<file path="config.mk">
export PLATFORM = sky130hd
export DESIGN_NAME = ball_frame_scheduler_flat
export DESIGN_NICKNAME = d
export VERILOG_FILES = /design/src/rtl/ball_pkg.sv /design/src/rtl/ball_frame_scheduler_if.sv /design/src/rtl/ball_step.sv /design/src/rtl/ball_frame_scheduler.sv /design/src/flat_wrapper.sv
export SDC_FILE = /design/constraint.sdc
export NUM_CORES = 1
export LEC_CHECK = 0
export ABC_AREA = 1
export CAP_MARGIN = 25
export CORE_MARGIN = 2
export CORE_UTILIZATION = 54
export DETAILED_ROUTE_END_ITERATION = 6
export PLACE_DENSITY_LB_ADDON = 0.1
export SYNTH_ARGS = -nofsm -noshare
export SYNTH_HDL_FRONTEND = slang
export SYNTH_SLANG_ARGS = --single-unit
</file>
<file path="constraint.sdc">
create_clock -name clk -period 5.45 [get_ports clk]
set_input_delay 0.545 -clock clk [delete_from_list [all_inputs] [get_ports clk]]
set_output_delay 0.545 -clock clk [all_outputs]
set_load 0.005 [all_outputs]
</file>
<file path="src/rtl/ball_pkg.sv">
// Shared types and constants for the per-frame ball motion scheduler.
package ball_pkg;

  localparam int unsigned POS_W_DEFAULT = 9;
  localparam int unsigned BALL_H_INIT   = 128;
  localparam int unsigned BALL_V_INIT   = 128;
  localparam int unsigned BALL_VEL_INIT = 2;

  typedef enum logic [2:0] {
    IDLE,
    FETCH,
    MOVE,
    COMMIT,
    DONE
  } state_e;

  typedef struct packed {
    logic [POS_W_DEFAULT-1:0] hpos;
    logic [POS_W_DEFAULT-1:0] vpos;
    logic [POS_W_DEFAULT-1:0] dx;
    logic [POS_W_DEFAULT-1:0] dy;
  } ball_entry_t;

endpackage

</file>
<file path="src/rtl/ball_frame_scheduler_if.sv">
// Frame-control, config-write and renderer-read signals of the ball scheduler.
interface ball_frame_scheduler_if #(
  parameter int unsigned NUM_BALLS = 4,
  parameter int unsigned POS_W     = 9
);
  localparam int unsigned IDX_W = $clog2(NUM_BALLS);

  logic                 vsync;
  logic                 enable;
  logic                 cfg_we;
  logic [IDX_W-1:0]     cfg_idx;
  logic [POS_W-1:0]     cfg_hpos;
  logic [POS_W-1:0]     cfg_vpos;
  logic [POS_W-1:0]     cfg_dx;
  logic [POS_W-1:0]     cfg_dy;
  logic                 cfg_ready;
  logic [IDX_W-1:0]     rd_idx;
  logic [POS_W-1:0]     rd_hpos;
  logic [POS_W-1:0]     rd_vpos;
  logic                 busy;
  logic                 frame_done;
  logic [NUM_BALLS-1:0] hit_mask;
  logic                 overrun;

  modport master (
    output vsync, enable, cfg_we, cfg_idx, cfg_hpos, cfg_vpos, cfg_dx, cfg_dy, rd_idx,
    input  cfg_ready, rd_hpos, rd_vpos, busy, frame_done, hit_mask, overrun
  );

  modport slave (
    input  vsync, enable, cfg_we, cfg_idx, cfg_hpos, cfg_vpos, cfg_dx, cfg_dy, rd_idx,
    output cfg_ready, rd_hpos, rd_vpos, busy, frame_done, hit_mask, overrun
  );
endinterface

</file>
<file path="src/rtl/ball_step.sv">
// Single-axis step with reflection at 0 and lim; shared by the h and v lanes.
module ball_step #(
  parameter int unsigned POS_W = 9
) (
  input  logic [POS_W-1:0] pos_i,
  input  logic [POS_W-1:0] vel_i,
  input  logic [POS_W-1:0] lim_i,
  output logic [POS_W-1:0] pos_o,
  output logic [POS_W-1:0] vel_o,
  output logic             bounce_o
);
  logic signed [POS_W:0] nxt;
  logic signed [POS_W:0] lim_s;
  logic                  vel_pos;
  logic                  vel_neg;

  // One extra bit so pos + vel cannot wrap before the limit tests.
  always_comb begin
    lim_s   = $signed({1'b0, lim_i});
    nxt     = $signed({1'b0, pos_i}) + $signed({vel_i[POS_W-1], vel_i});
    vel_neg = vel_i[POS_W-1];
    vel_pos = !vel_neg && (|vel_i);
    pos_o    = nxt[POS_W-1:0];
    vel_o    = vel_i;
    bounce_o = 1'b0;
    if (vel_pos && (nxt >= lim_s)) begin
      pos_o    = lim_i;
      vel_o    = -vel_i;
      bounce_o = 1'b1;
    end else if (vel_neg && nxt[POS_W]) begin
      pos_o    = '0;
      vel_o    = -vel_i;
      bounce_o = 1'b1;
    end
  end
endmodule

</file>
<file path="src/rtl/ball_frame_scheduler.sv">
// Time-multiplexes one h/v step datapath over all balls after each vsync edge
// and holds the position/velocity file read by the renderer.
module ball_frame_scheduler
  import ball_pkg::*;
#(
  parameter int unsigned NUM_BALLS = 4,
  parameter int unsigned POS_W     = POS_W_DEFAULT,
  parameter int unsigned BALL_SIZE = 4,
  parameter int unsigned H_MAX     = 256,
  parameter int unsigned V_MAX     = 240
) (
  input  logic                   clk,
  input  logic                   reset,
  ball_frame_scheduler_if.slave  bus
);
  localparam int unsigned IDX_W = $clog2(NUM_BALLS);
  localparam logic [POS_W-1:0] H_LIM = POS_W'(H_MAX - BALL_SIZE);
  localparam logic [POS_W-1:0] V_LIM = POS_W'(V_MAX - BALL_SIZE);
  localparam ball_entry_t ENTRY_INIT = '{
    hpos: POS_W'(BALL_H_INIT),
    vpos: POS_W'(BALL_V_INIT),
    dx:   POS_W'(BALL_VEL_INIT),
    dy:   POS_W'(BALL_VEL_INIT)
  };

  state_e               state_q, state_d;
  logic [IDX_W-1:0]     idx_q, idx_d;
  ball_entry_t          work_q, work_d;
  logic                 bounce_q, bounce_d;
  logic [NUM_BALLS-1:0] hit_q, hit_d;
  logic                 vsync_q;
  logic                 busy_q, done_q, overrun_q;
  ball_entry_t          regfile_q [NUM_BALLS];

  logic                 vs_edge;
  logic                 wr_en;
  logic [IDX_W-1:0]     wr_idx;
  ball_entry_t          wr_data;
  logic [POS_W-1:0]     h_nxt, v_nxt, dx_nxt, dy_nxt;
  logic                 h_bounce, v_bounce;

  assign vs_edge = bus.vsync & ~vsync_q;

  ball_step #(.POS_W(POS_W)) u_step_h (
    .pos_i(work_q.hpos), .vel_i(work_q.dx), .lim_i(H_LIM),
    .pos_o(h_nxt), .vel_o(dx_nxt), .bounce_o(h_bounce)
  );

  ball_step #(.POS_W(POS_W)) u_step_v (
    .pos_i(work_q.vpos), .vel_i(work_q.dy), .lim_i(V_LIM),
    .pos_o(v_nxt), .vel_o(dy_nxt), .bounce_o(v_bounce)
  );

  // Sequencer; the register file has a single write port shared by config and commit.
  always_comb begin
    state_d  = state_q;
    idx_d    = idx_q;
    work_d   = work_q;
    bounce_d = bounce_q;
    hit_d    = hit_q;
    wr_en    = 1'b0;
    wr_idx   = idx_q;
    wr_data  = work_q;
    case (state_q)
      IDLE: begin
        if (bus.cfg_we) begin
          wr_en   = 1'b1;
          wr_idx  = bus.cfg_idx;
          wr_data = '{hpos: bus.cfg_hpos, vpos: bus.cfg_vpos, dx: bus.cfg_dx, dy: bus.cfg_dy};
        end
        if (vs_edge && bus.enable) begin
          idx_d   = '0;
          hit_d   = '0;
          state_d = FETCH;
        end
      end
      FETCH: begin
        work_d  = regfile_q[idx_q];
        state_d = MOVE;
      end
      MOVE: begin
        work_d   = '{hpos: h_nxt, vpos: v_nxt, dx: dx_nxt, dy: dy_nxt};
        bounce_d = h_bounce | v_bounce;
        state_d  = COMMIT;
      end
      COMMIT: begin
        wr_en         = 1'b1;
        hit_d[idx_q]  = hit_q[idx_q] | bounce_q;
        if (idx_q == IDX_W'(NUM_BALLS - 1)) begin
          state_d = DONE;
        end else begin
          idx_d   = idx_q + IDX_W'(1);
          state_d = FETCH;
        end
      end
      DONE:    state_d = IDLE;
      default: state_d = IDLE;
    endcase
  end

  always_ff @(posedge clk or posedge reset) begin
    if (reset) begin
      state_q   <= IDLE;
      idx_q     <= '0;
      work_q    <= '0;
      bounce_q  <= 1'b0;
      hit_q     <= '0;
      vsync_q   <= 1'b0;
      busy_q    <= 1'b0;
      done_q    <= 1'b0;
      overrun_q <= 1'b0;
    end else begin
      state_q   <= state_d;
      idx_q     <= idx_d;
      work_q    <= work_d;
      bounce_q  <= bounce_d;
      hit_q     <= hit_d;
      vsync_q   <= bus.vsync;
      busy_q    <= (state_d != IDLE);
      done_q    <= (state_d == DONE);
      overrun_q <= vs_edge && (state_q != IDLE);
    end
  end

  always_ff @(posedge clk or posedge reset) begin
    if (reset) begin
      for (int k = 0; k < int'(NUM_BALLS); k++) regfile_q[k] <= ENTRY_INIT;
    end else if (wr_en) begin
      regfile_q[wr_idx] <= wr_data;
    end
  end

  // Renderer read; indices past the last ball return zero.
  always_comb begin
    bus.rd_hpos = '0;
    bus.rd_vpos = '0;
    for (int k = 0; k < int'(NUM_BALLS); k++) begin
      if (bus.rd_idx == IDX_W'(k)) begin
        bus.rd_hpos = regfile_q[k].hpos;
        bus.rd_vpos = regfile_q[k].vpos;
      end
    end
  end

  assign bus.cfg_ready  = (state_q == IDLE);
  assign bus.busy       = busy_q;
  assign bus.frame_done = done_q;
  assign bus.hit_mask   = hit_q;
  assign bus.overrun    = overrun_q;
endmodule
</file>
<file path="src/flat_wrapper.sv">
// flat-port wrapper written by rule: the top's interface ports become plain ports
module ball_frame_scheduler_flat import ball_pkg::*;
#(
  parameter int unsigned NUM_BALLS = 4,
  parameter int unsigned POS_W     = POS_W_DEFAULT,
  parameter int unsigned BALL_SIZE = 4,
  parameter int unsigned H_MAX     = 256,
  parameter int unsigned V_MAX     = 240
)
  (clk, reset, bus_vsync, bus_enable, bus_cfg_we, bus_cfg_idx, bus_cfg_hpos, bus_cfg_vpos, bus_cfg_dx, bus_cfg_dy, bus_rd_idx, bus_cfg_ready, bus_rd_hpos, bus_rd_vpos, bus_busy, bus_frame_done, bus_hit_mask, bus_overrun);
  ball_frame_scheduler_if #(.NUM_BALLS(NUM_BALLS), .POS_W(POS_W)) bus_i ();
  input  logic clk;
  input  logic reset;
  input wire logic [$bits(bus_i.vsync)-1:0] bus_vsync;
  input wire logic [$bits(bus_i.enable)-1:0] bus_enable;
  input wire logic [$bits(bus_i.cfg_we)-1:0] bus_cfg_we;
  input wire logic [$bits(bus_i.cfg_idx)-1:0] bus_cfg_idx;
  input wire logic [$bits(bus_i.cfg_hpos)-1:0] bus_cfg_hpos;
  input wire logic [$bits(bus_i.cfg_vpos)-1:0] bus_cfg_vpos;
  input wire logic [$bits(bus_i.cfg_dx)-1:0] bus_cfg_dx;
  input wire logic [$bits(bus_i.cfg_dy)-1:0] bus_cfg_dy;
  input wire logic [$bits(bus_i.rd_idx)-1:0] bus_rd_idx;
  output wire logic [$bits(bus_i.cfg_ready)-1:0] bus_cfg_ready;
  output wire logic [$bits(bus_i.rd_hpos)-1:0] bus_rd_hpos;
  output wire logic [$bits(bus_i.rd_vpos)-1:0] bus_rd_vpos;
  output wire logic [$bits(bus_i.busy)-1:0] bus_busy;
  output wire logic [$bits(bus_i.frame_done)-1:0] bus_frame_done;
  output wire logic [$bits(bus_i.hit_mask)-1:0] bus_hit_mask;
  output wire logic [$bits(bus_i.overrun)-1:0] bus_overrun;
  assign bus_i.vsync = bus_vsync;
  assign bus_i.enable = bus_enable;
  assign bus_i.cfg_we = bus_cfg_we;
  assign bus_i.cfg_idx = bus_cfg_idx;
  assign bus_i.cfg_hpos = bus_cfg_hpos;
  assign bus_i.cfg_vpos = bus_cfg_vpos;
  assign bus_i.cfg_dx = bus_cfg_dx;
  assign bus_i.cfg_dy = bus_cfg_dy;
  assign bus_i.rd_idx = bus_rd_idx;
  assign bus_cfg_ready = bus_i.cfg_ready;
  assign bus_rd_hpos = bus_i.rd_hpos;
  assign bus_rd_vpos = bus_i.rd_vpos;
  assign bus_busy = bus_i.busy;
  assign bus_frame_done = bus_i.frame_done;
  assign bus_hit_mask = bus_i.hit_mask;
  assign bus_overrun = bus_i.overrun;
  ball_frame_scheduler #(.NUM_BALLS(NUM_BALLS), .POS_W(POS_W), .BALL_SIZE(BALL_SIZE), .H_MAX(H_MAX), .V_MAX(V_MAX)) u_core (.clk(clk), .reset(reset), .bus(bus_i));
endmodule
</file>
# Yosys cells after proc, flatten, opt, wreduce, memory -nomap -nowiden
# Cells that the tools add are included.
# op_classes
addsub,5
n_lt_le_gt_ge,7
eq_ne,12
muxes,46
bitwise,6
n_reduce_logical,24
# op_table
operator,count
two-way mux 36 bit,5
bitwise mux 144 bit,1
two-way mux 9 bit,16
binary-select mux 36 bit (select 2 bit),1
demux 36 bit (select 2 bit),1
case mux 36 bit (2 select lines),1
adder 10 x 9 -> 10 bit,2
">= comparator 10 x 9 -> 1 bit, second input constant",2
negation 9 bit,2
OR reduction 9 bit,2
case mux 3 bit (4 select lines),1
logical AND 1 bit,10
two-way mux 2 bit,4
case mux 4 bit (2 select lines),1
two-way mux 1 bit,7
"== test 2 bit, second input constant",3
"== test 3 x 2 -> 1 bit, second input constant",2
">= comparator 3 bit, second input constant",2
two-way mux 3 bit,2
"inequality test 3 bit, second input constant",2
NOT 2 -> 3 bit,2
AND reduction 2 bit,3
nonzero test 3 bit,2
bitwise mux 4 bit,1
other kinds (22),25
# totals
regBits,194
input_bits,45
output_inout_bits,26
elab_cells,128

# Logic depth before layout (Yosys ltp)
# depth
word_depth,8
mapped_depth,18
depth_no_buf,18

# Modules after synthesis
# Synthesis repeated with hierarchy kept, for this count alone.
# unflattened
hier_cells,1900
area_unflattened_um2,12849.8
# by_module_without_submodules
mod,instances,cells_per_inst,area_per_inst_um2,seq_area_each_um2
ball_frame_scheduler,1,1408,10304.9,4874.7
ball_step,2,246,1272.5,0.0

# Least setup slack after synthesis
# OpenSTA, ideal clock, no wires.
# synth_timing
kind,register to register
from,reg u_core.work_q[4] (netlist bit)
to,reg u_core.bounce_q
setup_time_ns,0.129
t_arrival_ns,2.163
required_ns,5.321
setup_slack_ns,3.158
path_stages_with_launch,17
n_path_buf,1
period_less_slack_ns,2.292
cell_sequence,dfrtp_1 > ha_1 > nand2_1 > nand2_1 > a21oi_1 > nand2_1 > nand2_1 > nand2_1 > a21oi_1 > ha_1 > nand2_1 > inv_1 > nand2_1 > nand2_1 > nand2_1 > buf_2 > nand3_1
# synth_via
elab_chain_cells,5
elab_cells_between_ends,9
cone_classes,1 x add/sub; 1 x order compare; 2 x mux; 1 x bitwise; 4 x reduce/logical
# synth_rtl
element,line,rtl
start: declaration,ball_frame_scheduler.sv:28,"ball_entry_t work_q, work_d;"
start signal: assignment,ball_frame_scheduler.sv:115,work_q <= work_d;
adder 10 x 9 -> 10 bit or OR reduction 9 bit (tied branches),"ball_step.sv:20, ball_step.sv:22",
">= comparator 10 x 9 -> 1 bit, or another cell as far along",ball_step.sv:26,if (vel_pos && (nxt >= lim_s)) begin
logical AND 1 bit or two-way mux 1 bit (tied branches),"ball_step.sv:26, ball_step.sv:30",
two-way mux 1 bit (*),ball_step.sv:26,
OR 1 bit (*),ball_frame_scheduler.sv:83,bounce_d = h_bounce | v_bounce;
end signal: assignment,ball_frame_scheduler.sv:116,bounce_q <= bounce_d;
end: declaration,ball_frame_scheduler.sv:29,"logic bounce_q, bounce_d;"
# Every way passes the cells marked *; elsewhere a longest branch is shown, timed or not.
# A chain may end at the register's enable or synchronous reset.

# Worst setup path in the final report
# layout_timing
from,in bus_rd_idx[0]
to,out bus_rd_vpos[2]
# layout_via
elab_chain_cells,5
elab_cells_between_ends,8
cone_classes,3 x eq/ne; 4 x mux; 1 x reduce/logical
# layout_rtl
element,line,rtl
start: declaration,flat_wrapper.sv:22,input wire logic [$bits(bus_i.rd_idx)-1:0] bus_rd_idx;
zero test 2 bit,ball_frame_scheduler.sv:138,if (bus.rd_idx == IDX_W'(k)) begin
two-way mux 9 bit (3 in a row),ball_frame_scheduler.sv:138,
two-way mux 9 bit (*),ball_frame_scheduler.sv:138,
end: declaration,flat_wrapper.sv:25,output wire logic [$bits(bus_i.rd_vpos)-1:0] bus_rd_vpos;
# Marked as above.

==> summary.txt <==
CTS tree -> done
CTS Buf Count -> 17
GRT met1 Usage -> 42.79%
WL per Instance -> 17.78 um
clock-pin slew on the worst setup and hold paths -> 0.07 ns
startpoint types -> primary input
cts repair resizes -> 0
Cell Rows -> 52
top cells by area, synth -> dfrtp_1, nand2_1, o21ai_0
critical path's largest stage delay -> 0.54 ns
met2 Usage GRT -> 46.46%
slowest cell on the critical path -> clkdlybuf4s50_1
first-pass GRT wire length -> 49490 um
final hold viol count -> 0
Die Ht -> 146.2 um
Final ANT Viol Nets -> 0
drt via density -> 5.622
worst skew pair latency -> 0.44 ns
Post-CTS Setup Bufs -> 0
chip width -> 146.2 um
CTS max path bufs -> 2
I/O pin cnt -> 71
post-layout net count -> 1518
Pwr Density -> 666.6 mW/mm^2
synthesized area per cell -> 7.749 um^2
P_sw -> 3923 uW
CTS root buffer -> clkbuf_16
grt total ovfl -> 0
Post-synth top cells -> nand2_1, o21ai_0, inv_1
leading area contributor after synthesis -> dfrtp_1
r2r endpoint -> u_core.work_q[2]
Gate power share -> 53.9%
EDFF count, synth -> 0
Antenna Cells -> 0
Clock Sinks -> 194
switching part of the total -> 47.54%
count leader, synth -> nand2_1
GR Util All Layers -> 29.39%
Synth Instances -> 1409
Yosys top cell area share -> 40.80%
ys async rst share -> 100.0%
hold buffers post-CTS -> 0
largest net degree at the start of global routing -> 143
utilization after layout -> 61.78%
Post-DP HPWL -> 20390 um
largest family of logic cells by synthesized area -> simple AND/OR/NAND/NOR gates
min Tclk post-route -> 3.196 ns
Critical Path Fanout Max -> 18
Port Buffer Count -> 70
Top FF cell, synth -> dfrtp_1
layout cells sized above 1 -> 7.830%
Worst-Margin Slew -> 0.9202 ns
synthesized net count -> 1484
Seq/Total Area, Yosys -> 44.65%
setup TNS -> 0 ns
Clk pwr share -> 15.0%
period utilization -> 58.65%
Peak VDD IR -> 0.0002765 V
Yosys warnings -> 0
RSZ-0062 raised after global routing -> no
Post-Syn Area -> 0.01092 mm^2
Compound-Gate Fraction of Synth Area -> 17.68%
routability cong. -> 0.9035
TritonRoute pass-1 iters -> 5
HP Start -> u_core.regfile_q[115]
critical path class -> in -> out
Worst slew margin -> 38.00%
worst path required time -> 4.91 ns
via count -> 9703
Synth Register Bits -> 194
hold path endpoint -> u_core.regfile_q[115]
Final setup viols -> 0
most common cell type on the critical path -> clkdlybuf4s50_1
Layout area overhead -> 13.40%
Hold WC Path Type -> reg -> reg
status -> completed
Internal -> 4330 uW
vias in the first global route -> 9211
skew final -> 0.01270 ns
Die ar. -> 0.02137 mm^2
hold depth -> 1
post-synthesis adder-cell area fraction -> 3.576%
Leak -> 0.005744 uW
post-synthesis xor/xnor area fraction -> 0.3209%
DRC violations left -> 0
H-tree depth -> 4
post-synthesis mux area share -> 4.848%
area of the core -> 0.02004 mm^2
Iteration-0 DRC Markers -> 901
Highest Clock Rate -> 0.3129 GHz
Seq pwr share -> 31.2%
Detailed Route WL -> 30690 um
number of antenna violations at the first check in global routing -> 0
reg2reg setup slack -> 2.26 ns
Initial Util -> 54.48%
Crit. End Element -> primary output
Max Transition Viols Final -> 0
Top Usage Layer GRT -> met2
Synth cell types -> 40
FF-to-FF path depth -> 17
Max Cap Viol -> 0
worst-path cell chain -> clkdlybuf4s50_1 -> nand2_1 -> o22ai_1 -> a21oi_1 -> o21ai_0 -> clkdlybuf4s50_1
grt met3 use -> 4.875%
Critical R2R Launch -> u_core.work_q[4]
CP arrival -> 2.65 ns
simple-gate portion of the synthesized area -> 19.26%
==> area by class of cell <==
| type | count | area (um^2) |
|---|---|---|
| well taps | 270 | 337.8 |
| inverters | 194 | 732.0 |
| fillers | 1835 | 7659 |
| flip-flops and latches | 194 | 4876 |
| repair buffers | 87 | 865.8 |
| clock buffers | 17 | 425.4 |
| multi-input cells | 949 | 4997 |
| clock inverters | 15 | 146.4 |
==> metal layers <==
layer  vias to the layer above  part of all wire [%]
li1                       4691                     -
met1                      4668                    46
met2                       313                    46
met3                        31                   6.1
met4                         0                   1.6
met5                         -                     0
==> critical path, delay by kind of cell <==
kind	cells	cell delay [ns]
simple gates	1	0.50
compound gates	3	0.54
buf+inv	2	1.06
==> sequential cells by signal, indices dropped and copies added, names as in the netlist <==
register and count:
u_core.idx_q 2, u_core.regfile_q 144, u_core.bus.frame_done 1, u_core.bus.hit_mask 4, u_core.bus.busy 1, u_core.bounce_q 1, u_core.work_q 36, u_core.vsync_q 1
u_core.state_q 3, u_core.bus.overrun 1
==> kinds of logic after synthesis <==
group / Yosys count
mux: 47
compound gates: 370
buf+inv: 266
simple gates: 498
fa+ha+maj: 30
flops: 194
xor+xnor: 4
==> per-stage QoR <==
stage                     cells  total power (uW)  area (um^2)  setup WS (ns)  hold slack (ns)
after floorplan            1409              5667        10920          2.414           0.4524
after global routing       1726              8986        12380          1.954           0.4930
final                      1726              8253        12380          2.254           0.4845
after global placement     1694              6913        11810          2.377           0.4620
after detailed placement   1694              6990        11810          2.287           0.4734
after CTS                  1726              8248        12380          2.287           0.4913
==> worst max-delay path by stage <==
| stage | start | cells after the start | slack [ns] | end |
|---|---|---|---|---|
| floorplan | reset | 1 | 2.41 | u_core.bounce_q |
| global placement | bus_rd_idx[1] | 7 | 2.38 | bus_rd_vpos[8] |
| detailed placement | bus_rd_idx[0] | 6 | 2.29 | bus_rd_vpos[8] |
| CTS | bus_rd_idx[0] | 6 | 2.29 | bus_rd_vpos[8] |
| global route | u_core.work_q[4] | 17 | 1.95 | u_core.work_q[2] |
| finish | bus_rd_idx[0] | 6 | 2.25 | bus_rd_vpos[2] |
==> power by group through the flow <==
stage	Clock, uW	Sequential (uW)	Combinational [uW]
3_5_place_dp	0	2580	4410
3_3_place_gp	0	2570	4340
4_1_cts	1250	2560	4430
6_report	1240	2570	4440
5_1_grt	1300	2650	5030
2_1_floorplan	0	2450	3220
==> placed cells by master (no fill, tap or decap), types with 3 or more instances in the layout <==
| cell | n |
|---|---|
| nor2_1 | 44 |
| a221oi_1 | 3 |
| o22ai_1 | 14 |
| inv_8 | 3 |
| o31ai_1 | 3 |
| clkbuf_16 | 17 |
| clkdlybuf4s50_1 | 70 |
| buf_4 | 14 |
| mux2_1 | 16 |
| inv_6 | 4 |
| o21ai_0 | 240 |
| o211ai_1 | 7 |
| clkinvlp_4 | 4 |
| mux2_2 | 31 |
| dfrtp_1 | 177 |
| nand3_1 | 100 |
| nand4_1 | 8 |
| ha_1 | 28 |
| a21oi_1 | 90 |
| xnor2_1 | 3 |
| buf_12 | 3 |
| nand3b_1 | 3 |
| dfstp_2 | 16 |
| nand2_1 | 328 |
| inv_1 | 186 |
| a31oi_1 | 7 |
| inv_2 | 5 |
| nor3_4 | 4 |
| nor3_1 | 3 |
(Power assumes the default switching activity.)
